File: src/rtl/lcd_controller.sv
// lcd_controller: HD44780 4-bit power-on init sequencer and byte-write front end for lcd_transfer.
// Every byte goes out as two nibble transfers; completion comes back from lcd_transfer as commandDone.
module lcd_controller #(
    parameter int unsigned FREQ     = 50000000,
    parameter int unsigned PWRUP_US = 15000,
    parameter int unsigned WAIT0_US = 4100,
    parameter int unsigned WAIT_US  = 100
) (
    input  logic        CLK,
    input  logic        RST,
    input  logic        wr_req,
    input  logic [7:0]  wr_data,
    input  logic        wr_rs,
    output logic        wr_ack,
    output logic        ready,
    output logic        init_done,
    output logic        sendCommand,
    output logic [3:0]  command,
    output logic        command_rs,
    output logic [20:0] commandDelay,
    output logic        read_busy,
    output logic        mode4bit,
    input  logic        commandDone
);
    localparam int unsigned CYC_PER_US = FREQ / 1000000;
    localparam logic [20:0] PWRUP_LAST = 21'(PWRUP_US * CYC_PER_US - 1);
    localparam logic [20:0] WAIT0_LAST = 21'(WAIT0_US * CYC_PER_US - 1);
    localparam logic [20:0] WAIT_LAST  = 21'(WAIT_US * CYC_PER_US - 1);

    typedef enum logic [2:0] {
        PWR_WAIT, INIT_NIB, INIT_WAIT, INIT_HI, INIT_LO, IDLE, WR_HI, WR_LO
    } state_t;

    state_t      state, state_n;
    logic [20:0] timer, timer_n;
    logic [2:0]  step, step_n;
    logic        gap, gap_n;
    logic [7:0]  wbyte, wbyte_n;
    logic        wrs, wrs_n;
    logic        ack_n, ready_n, done_n, send_n, rs_n, busy_n, m4_n;
    logic [3:0]  cmd_n;
    logic [7:0]  init_cur, init_nxt;
    logic [20:0] wait_last;

    function automatic logic [7:0] init_byte(input logic [2:0] idx);
        case (idx)
            3'd0:    return 8'h28;
            3'd1:    return 8'h08;
            3'd2:    return 8'h01;
            3'd3:    return 8'h06;
            3'd4:    return 8'h0C;
            default: return 8'h00;
        endcase
    endfunction

    assign commandDelay = '0;
    assign init_cur     = init_byte(step);
    assign init_nxt     = init_byte(step + 3'd1);
    assign wait_last    = (step == 3'd0) ? WAIT0_LAST : WAIT_LAST;

    // Nibbles are issued on the transition into each wait-for-done state, so the
    // registered command fields are already valid in the cycle sendCommand is high.
    // 'gap' holds one extra cycle after commandDone before the next issue.
    always_comb begin
        state_n = state;
        timer_n = '0;
        step_n  = step;
        gap_n   = gap;
        wbyte_n = wbyte;
        wrs_n   = wrs;
        ack_n   = 1'b0;
        done_n  = init_done;
        send_n  = 1'b0;
        cmd_n   = command;
        rs_n    = command_rs;
        busy_n  = read_busy;
        m4_n    = mode4bit;
        case (state)
            PWR_WAIT: begin
                if (timer == PWRUP_LAST) begin
                    state_n = INIT_NIB;
                    send_n  = 1'b1;
                    cmd_n   = 4'h3;
                    rs_n    = 1'b0;
                    busy_n  = 1'b0;
                    m4_n    = 1'b0;
                end else begin
                    timer_n = timer + 21'd1;
                end
            end
            INIT_NIB: begin
                if (commandDone) state_n = INIT_WAIT;
            end
            INIT_WAIT: begin
                if (timer == wait_last) begin
                    send_n = 1'b1;
                    rs_n   = 1'b0;
                    busy_n = 1'b0;
                    if (step == 3'd3) begin
                        state_n = INIT_HI;
                        step_n  = '0;
                        cmd_n   = init_byte(3'd0) >> 4;
                        m4_n    = 1'b1;
                    end else begin
                        state_n = INIT_NIB;
                        step_n  = step + 3'd1;
                        cmd_n   = (step == 3'd2) ? 4'h2 : 4'h3;
                        m4_n    = 1'b0;
                    end
                end else begin
                    timer_n = timer + 21'd1;
                end
            end
            INIT_HI: begin
                if (gap) begin
                    gap_n   = 1'b0;
                    state_n = INIT_LO;
                    send_n  = 1'b1;
                    cmd_n   = init_cur[3:0];
                    busy_n  = 1'b1;
                end else if (commandDone) begin
                    gap_n = 1'b1;
                end
            end
            INIT_LO: begin
                if (gap) begin
                    gap_n = 1'b0;
                    if (step == 3'd4) begin
                        state_n = IDLE;
                        done_n  = 1'b1;
                    end else begin
                        state_n = INIT_HI;
                        step_n  = step + 3'd1;
                        send_n  = 1'b1;
                        cmd_n   = init_nxt[7:4];
                        busy_n  = 1'b0;
                    end
                end else if (commandDone) begin
                    gap_n = 1'b1;
                end
            end
            IDLE: begin
                if (wr_req) begin
                    state_n = WR_HI;
                    wbyte_n = wr_data;
                    wrs_n   = wr_rs;
                    ack_n   = 1'b1;
                    send_n  = 1'b1;
                    cmd_n   = wr_data[7:4];
                    rs_n    = wr_rs;
                    busy_n  = 1'b0;
                    m4_n    = 1'b1;
                end
            end
            WR_HI: begin
                if (gap) begin
                    gap_n   = 1'b0;
                    state_n = WR_LO;
                    send_n  = 1'b1;
                    cmd_n   = wbyte[3:0];
                    rs_n    = wrs;
                    busy_n  = 1'b1;
                end else if (commandDone) begin
                    gap_n = 1'b1;
                end
            end
            WR_LO: begin
                if (gap) begin
                    gap_n   = 1'b0;
                    state_n = IDLE;
                end else if (commandDone) begin
                    gap_n = 1'b1;
                end
            end
            default: state_n = PWR_WAIT;
        endcase
        ready_n = (state_n == IDLE);
    end

    always_ff @(posedge CLK or posedge RST) begin
        if (RST) begin
            state       <= PWR_WAIT;
            timer       <= '0;
            step        <= '0;
            gap         <= 1'b0;
            wbyte       <= '0;
            wrs         <= 1'b0;
            wr_ack      <= 1'b0;
            ready       <= 1'b0;
            init_done   <= 1'b0;
            sendCommand <= 1'b0;
            command     <= '0;
            command_rs  <= 1'b0;
            read_busy   <= 1'b0;
            mode4bit    <= 1'b0;
        end else begin
            state       <= state_n;
            timer       <= timer_n;
            step        <= step_n;
            gap         <= gap_n;
            wbyte       <= wbyte_n;
            wrs         <= wrs_n;
            wr_ack      <= ack_n;
            ready       <= ready_n;
            init_done   <= done_n;
            sendCommand <= send_n;
            command     <= cmd_n;
            command_rs  <= rs_n;
            read_busy   <= busy_n;
            mode4bit    <= m4_n;
        end
    end
endmodule
File: config.mk
export PLATFORM = sky130hd
export DESIGN_NAME = lcd_controller
export DESIGN_NICKNAME = d
export VERILOG_FILES = /design/src/rtl/lcd_controller.sv
export SDC_FILE = /design/constraint.sdc
export NUM_CORES = 1
export LEC_CHECK = 0
export ABC_CLOCK_PERIOD_IN_PS = 2800
export CORE_MARGIN = 2
export CORE_UTILIZATION = 40
export CTS_CLUSTER_SIZE = 40
export DETAILED_ROUTE_END_ITERATION = 8
export PLACE_DENSITY_LB_ADDON = 0.05
export SYNTH_ARGS = -nofsm -noshare
export SYNTH_HDL_FRONTEND = slang
export SYNTH_SLANG_ARGS = --single-unit
File: constraint.sdc
create_clock -name CLK -period 2.8 [get_ports CLK]
set_input_delay 0.42 -clock CLK [delete_from_list [all_inputs] [get_ports CLK]]
set_output_delay 0.42 -clock CLK [all_outputs]
set_load 0.005 [all_outputs]
Word level (Yosys, flattened, before mapping):

Cells that the tools add are included.

* logic and storage cells: 115
* memories kept: 0
* latch bits: 0
* memory bits (read-only): 0
* input bits: 13
* memory bits (writable): 0
* register bits after elaboration: 44
* output and inout port bits: 32

* multiply operators: 0
* divide/modulo/power cells: 0
* reduce and logical (&&, ||, !) cells: 17
* multiplexer cells: 56
* equality and inequality tests: 26
* order comparisons: 0
* shifts and indexed selects: 0
* bitwise operators: 0
* add/subtract/negate cells: 2

Operator list (number)
* $mux W21: 2
* $pmux W21 S2: 1
* $mux W3: 13
* $pmux W6 S5: 1
* $mux W4: 7
* $pmux W3 S8: 1
* $pmux W4 S6: 1
* $mux W1: 22
* $add A21 B1 Y21 const B: 1
* $eq A21 B18 Y1: 1
* $eq A21 B20 Y1 const B: 1
* $eq A3 B3 Y1 const B: 7
* $pmux W4 S5: 1
* $eq A3 B2 Y1 const B: 6
* $mux W18: 1
* $ne A2 B2 Y1 const B: 7
* $pmux W1 S5: 2
* $eq A3 B1 Y1 const B: 3
* $logic_not A3 Y1: 3
* $reduce_and A4 Y1: 2
* $reduce_and A8 Y1: 1
* $reduce_and A7 Y1: 1
* $pmux W3 S2: 1
* $reduce_bool A6 Y1: 1
* other kinds (14): 14

Longest topological paths before layout:

* word-level depth: 6
* gate-level depth with buffers: 8

Worst setup path after synthesis:

OpenSTA, ideal clock, no wires.

* path type: flip-flop to flip-flop
* start point: register step[0]
* end point: register command_rs
* clock period less this slack: 2.342 ns
* path slack: 0.458 ns
* stages on the path, launching flop included: 8
* arrival time: 2.217 ns
* path buffers: 0
* cells stage by stage: dfrtp_1 > inv_1 > ha_1 > nand2b_1 > or4b_1 > a211o_2 > a211oi_1 > mux2_2

* cells in the longest elaborated chain, start to end: 5

Ends and longest elaborated chain
* start, declared: RTL line 36 `logic [2:0] step, step_n;`
* start signal, assigned: RTL line 199 `step <= step_n;`
* $logic_not A3 Y1: RTL line 59 `assign wait_last = (step == 3'd0) ? WAIT0_LAST : WAIT_LAST;`
* $mux W18: RTL line 59
* $eq A21 B18 Y1: RTL line 95 `if (timer == wait_last) begin`
* $ne A2 B2 Y1 (no source line)
* $reduce_and A5 Y1 (no source line)
* end signal, assigned: RTL line 208 `command_rs <= rs_n;`
* end, declared: RTL line 19 `output logic command_rs,`

Every way passes these cells.
A chain may end at the register's enable or synchronous reset.

Worst setup path in the final report:

Same ends and word-level chain as after synthesis.

==> metrics.txt <==
# TYPE chip_impl_metric gauge
chip_impl_info{name="status",value="completed"} 1
chip_impl_info{name="synthDominantAreaCellType",value="sky130_fd_sc_hd__dfrtp_1"} 1
chip_impl_info{name="cts_tree",value="built"} 1
chip_impl_metric{name="fill_cell_instance_count_of_the_final_layout",unit=""} 636
chip_impl_metric{name="cts-resized-gates",unit=""} 0
chip_impl_metric{name="finalWorstPathRequiredPeriod",unit="ns"} 2.53
chip_impl_metric{name="drv.max_cap_violation_count",unit=""} 0
chip_impl_metric{name="nets_finish",unit=""} 325
chip_impl_metric{name="synth_top_area_share",unit="%"} 41.6
chip_impl_metric{name="detailroute.wirelength.met2",unit="mm"} 2.34
chip_impl_metric{name="syn-cell-area",unit="um^2"} 2650
chip_impl_metric{name="global_route_wire_length_before_repair",unit="mm"} 9.30
chip_impl_metric{name="groute.usage.overall",unit="%"} 16.2
chip_impl_metric{name="drive_above_1_share",unit="%"} 9.18
chip_impl_metric{name="clk_pin_slew_worst_paths",unit="ns"} 0.09
chip_impl_metric{name="pin_count",unit=""} 45
chip_impl_metric{name="irDropWorstVdd",unit="mV"} 0.377
chip_impl_metric{name="ctsHoldBuffers",unit=""} 0
chip_impl_metric{name="drtAntennaViolNets",unit=""} 0
chip_impl_metric{name="max_slew.worst_pin.slew",unit="ns"} 0.720
chip_impl_metric{name="max_freq",unit="MHz"} 395
chip_impl_info{name="timing_worst_setup_path_type",value="flip-flop to flip-flop"} 1
chip_impl_info{name="critPathLaunchType",value="flip-flop"} 1
chip_impl_metric{name="number_of_antenna_violations_at_the_first_check_in_global_routing",unit=""} 0
chip_impl_metric{name="detailed_place_hpwl",unit="mm"} 3.94
chip_impl_metric{name="n_antenna_cell",unit=""} 0
chip_impl_metric{name="synth_area_per_cell",unit="um^2"} 9.36
chip_impl_info{name="worstSetupEndpointType",value="flip-flop"} 1
chip_impl_metric{name="dieArea",unit="um^2"} 7290
chip_impl_metric{name="ys_seq_elements",unit=""} 44
chip_impl_metric{name="max-clock-path-buffers",unit=""} 2
chip_impl_metric{name="clock_tree.htree_level_count",unit=""} 2
chip_impl_info{name="synth.top_cells.by_count",value="44 x sky130_fd_sc_hd__dfrtp_1, 36 x sky130_fd_sc_hd__nor2_1, 21 x sky130_fd_sc_hd__buf_4"} 1
chip_impl_metric{name="drt-initial-drc-count",unit=""} 112
chip_impl_metric{name="cts_setup_buffers",unit=""} 0
chip_impl_metric{name="syn_to_final_growth",unit="%"} 12.7
chip_impl_metric{name="synthCells",unit=""} 283
chip_impl_metric{name="numCtsBuffers",unit=""} 5
chip_impl_metric{name="die_y",unit="um"} 85.4
chip_impl_info{name="hold_path.class",value="flip-flop to flip-flop"} 1
chip_impl_metric{name="overflow",unit=""} 0
chip_impl_metric{name="worst-path-max-fanout",unit=""} 8
chip_impl_info{name="grt_setup_unrepaired",value="no"} 1
chip_impl_metric{name="slew_headroom",unit="%"} 52.0
chip_impl_metric{name="clock_skew",unit="ns"} 0.00463
chip_impl_metric{name="drt-met1-wl",unit="mm"} 2.86
chip_impl_metric{name="asyncSetResetFlopFracSynth",unit="%"} 100
chip_impl_metric{name="remaining_drc_errors",unit=""} 0
chip_impl_metric{name="met3RoutedLength",unit="um"} 292
chip_impl_metric{name="setup_violations",unit=""} 0
chip_impl_metric{name="setup-tns-final",unit="ns"} 0
chip_impl_metric{name="period_share",unit="%"} 90.3
chip_impl_metric{name="routabilityCongestion",unit=""} 0.760
chip_impl_metric{name="port_buffers",unit=""} 23
chip_impl_metric{name="vias",unit=""} 1992
chip_impl_metric{name="worst-endpoint-arrival",unit="ns"} 2.72
chip_impl_metric{name="via_count_of_the_first_global_routing_pass",unit=""} 1823
chip_impl_info{name="maxUsedRoutingLayer",value="met4"} 1
chip_impl_metric{name="drt_first_pass_iters",unit=""} 4
chip_impl_info{name="synth.most_common_cell",value="sky130_fd_sc_hd__dfrtp_1"} 1
chip_impl_info{name="ctsRootBufferMaster",value="sky130_fd_sc_hd__clkbuf_8"} 1
chip_impl_metric{name="areal_power_density_over_the_cells",unit="nW/um^2"} 843
chip_impl_metric{name="final_cell_count_no_fill",unit=""} 382
chip_impl_metric{name="routed_length_per_placed_instance",unit="um"} 14.5
chip_impl_metric{name="final-hold-violation-count",unit=""} 0
chip_impl_metric{name="core_region_area",unit="um^2"} 6390
chip_impl_metric{name="slew_viol_final",unit=""} 0
chip_impl_metric{name="rows",unit=""} 29
chip_impl_metric{name="dp.cells",unit=""} 374
chip_impl_metric{name="synth_cell_type_count",unit=""} 54
chip_impl_metric{name="initial_core_utilization",unit="%"} 41.5
chip_impl_info{name="ys.flop_type",value="sky130_fd_sc_hd__dfrtp_1"} 1
chip_impl_metric{name="yosysSeqAreaShare",unit="%"} 41.6
chip_impl_metric{name="synthesis.yosys.warnings",unit=""} 0
chip_impl_metric{name="number_of_enable_type_register_cells_in_the_synthesized_netlist",unit=""} 0
chip_impl_metric{name="maximum_number_of_pins_on_one_net_before_global_route_repair",unit=""} 45
chip_impl_metric{name="drt-vias-per-instance",unit=""} 5.21
chip_impl_metric{name="power.static_leakage",unit="nW"} 1.30
chip_impl_metric{name="worstPathRequired",unit="ns"} 2.99
chip_impl_metric{name="overall_routed_net_length",unit="mm"} 5.55
chip_impl_info{name="netlist_top_cells_area",value="sky130_fd_sc_hd__dfrtp_1 42%, sky130_fd_sc_hd__buf_4 6.0%, sky130_fd_sc_hd__nor2_1 5.1%"} 1
chip_impl_metric{name="worstSkewPairLatency",unit="ns"} 0.30
chip_impl_metric{name="clkSinkCount",unit=""} 44
chip_impl_metric{name="fp.dieW",unit="um"} 85.4
-- kinds of logic (layout without fill, tap and decap cells) --
logic type / after synthesis / in the layout / synth area share (%)
AND/OR/NAND/NOR: 110 / 110 / 20.9
AO/OA/AOI/OAI: 45 / 45 / 11.9
flip-flops: 44 / 44 / 41.6
buffers and inverters: 42 / 44 / 9.07
XOR/XNOR: 19 / 19 / 6.29
multiplexers: 14 / 14 / 6.38
adder cells (fa/ha/maj): 8 / 8 / 3.78
other: 1 / 21 / 0.142
-- report_power, final --
| group | switching [mW] | leakage, nW | internal (mW) | total (mW) |
|---|---|---|---|---|
| registers | 0.179 | 0.586 | 0.777 | 0.956 |
| clock network | 0.223 | 0.0541 | 0.264 | 0.487 |
| logic | 0.570 | 0.660 | 0.502 | 1.07 |
-- sequential cells by signal, summed over array words and instances, names as in the netlist, 3 cells and up --
| signal | count |
|---|---|
| timer | 21 |
| wbyte | 4 |
| step | 3 |
| command | 4 |
| state | 3 |
-- layer usage --
metal | GRT usage, % | vias up
li1 | - | 976
met1 | 25.3 | 962
met2 | 22.4 | 48
met3 | 3.50 | 6
met4 | 4.33 | 0
met5 | 0 | -
-- critical path, cell delays in order (launching register included) --
cell                       delay (ns)
sky130_fd_sc_hd__dfrtp_1         0.41
sky130_fd_sc_hd__inv_1           0.12
sky130_fd_sc_hd__ha_1            0.25
sky130_fd_sc_hd__nand2b_1        0.09
sky130_fd_sc_hd__or4b_1          0.51
sky130_fd_sc_hd__a211o_2         0.39
sky130_fd_sc_hd__a211oi_1        0.28
sky130_fd_sc_hd__mux2_2          0.36
-- cells in the final DEF (no fill, tap or decap), types with 3 or more instances in the layout --
cell type,count
sky130_fd_sc_hd__mux2i_1,3
sky130_fd_sc_hd__dfrtp_1,44
sky130_fd_sc_hd__a211oi_1,4
sky130_fd_sc_hd__xnor2_1,10
sky130_fd_sc_hd__o22ai_1,3
sky130_fd_sc_hd__xor2_1,9
sky130_fd_sc_hd__o21ai_0,6
sky130_fd_sc_hd__nor2b_1,8
sky130_fd_sc_hd__nand3_1,11
sky130_fd_sc_hd__ha_1,8
sky130_fd_sc_hd__and4_1,4
sky130_fd_sc_hd__nor2_1,36
sky130_fd_sc_hd__a21oi_1,12
sky130_fd_sc_hd__and3_1,3
sky130_fd_sc_hd__mux2_4,4
sky130_fd_sc_hd__mux2_2,6
sky130_fd_sc_hd__clkdlybuf4s50_1,23
sky130_fd_sc_hd__nor3_1,8
sky130_fd_sc_hd__a22oi_1,4
sky130_fd_sc_hd__buf_4,4
sky130_fd_sc_hd__nand2_1,20
sky130_fd_sc_hd__nand4_1,3
sky130_fd_sc_hd__conb_1,21
sky130_fd_sc_hd__clkbuf_8,5
sky130_fd_sc_hd__inv_1,8
-- path summary, 6_finish.rpt --
check	from	cells past startpoint	slack [ns]	endpoint
worst max-delay path	step[0]	7	0.27	command_rs
worst min-delay path	timer[0]	1	0.49	timer[0]
worst max register to register	step[0]	7	0.27	command_rs
worst min register to register	timer[0]	1	0.49	timer[0]
max in group asynchronous	RST	3	1.83	wbyte[2]
min in group asynchronous	RST	3	0.58	ready
-- layout make-up --
type,instances,area (um^2),area share (%)
multi-input cells,217,1380,46.3
flip-flops and latches,44,1100,36.9
repair buffers,27,260,8.72
well taps,77,96.3,3.23
clock buffers,5,68.8,2.31
clock inverters,3,42.5,1.43
inverters,9,33.8,1.13
-- metrics by stage --
step | power (mW) | area, um^2 | worst slack, ns | hold slack (ns) | utilization [%]
floorplan | 1.72 | 2720 | 0.458 | 0.455 | -
global route | 2.73 | 2980 | 0.163 | 0.535 | 46.7
CTS | 2.55 | 2980 | 0.255 | 0.496 | 46.7
global placement | 2.04 | 2870 | 0.368 | 0.481 | 45.0
finish | 2.52 | 2980 | 0.271 | 0.492 | 46.7
detailed placement | 2.05 | 2870 | 0.267 | 0.483 | 45.0
Power figures use the tool's default switching activity.
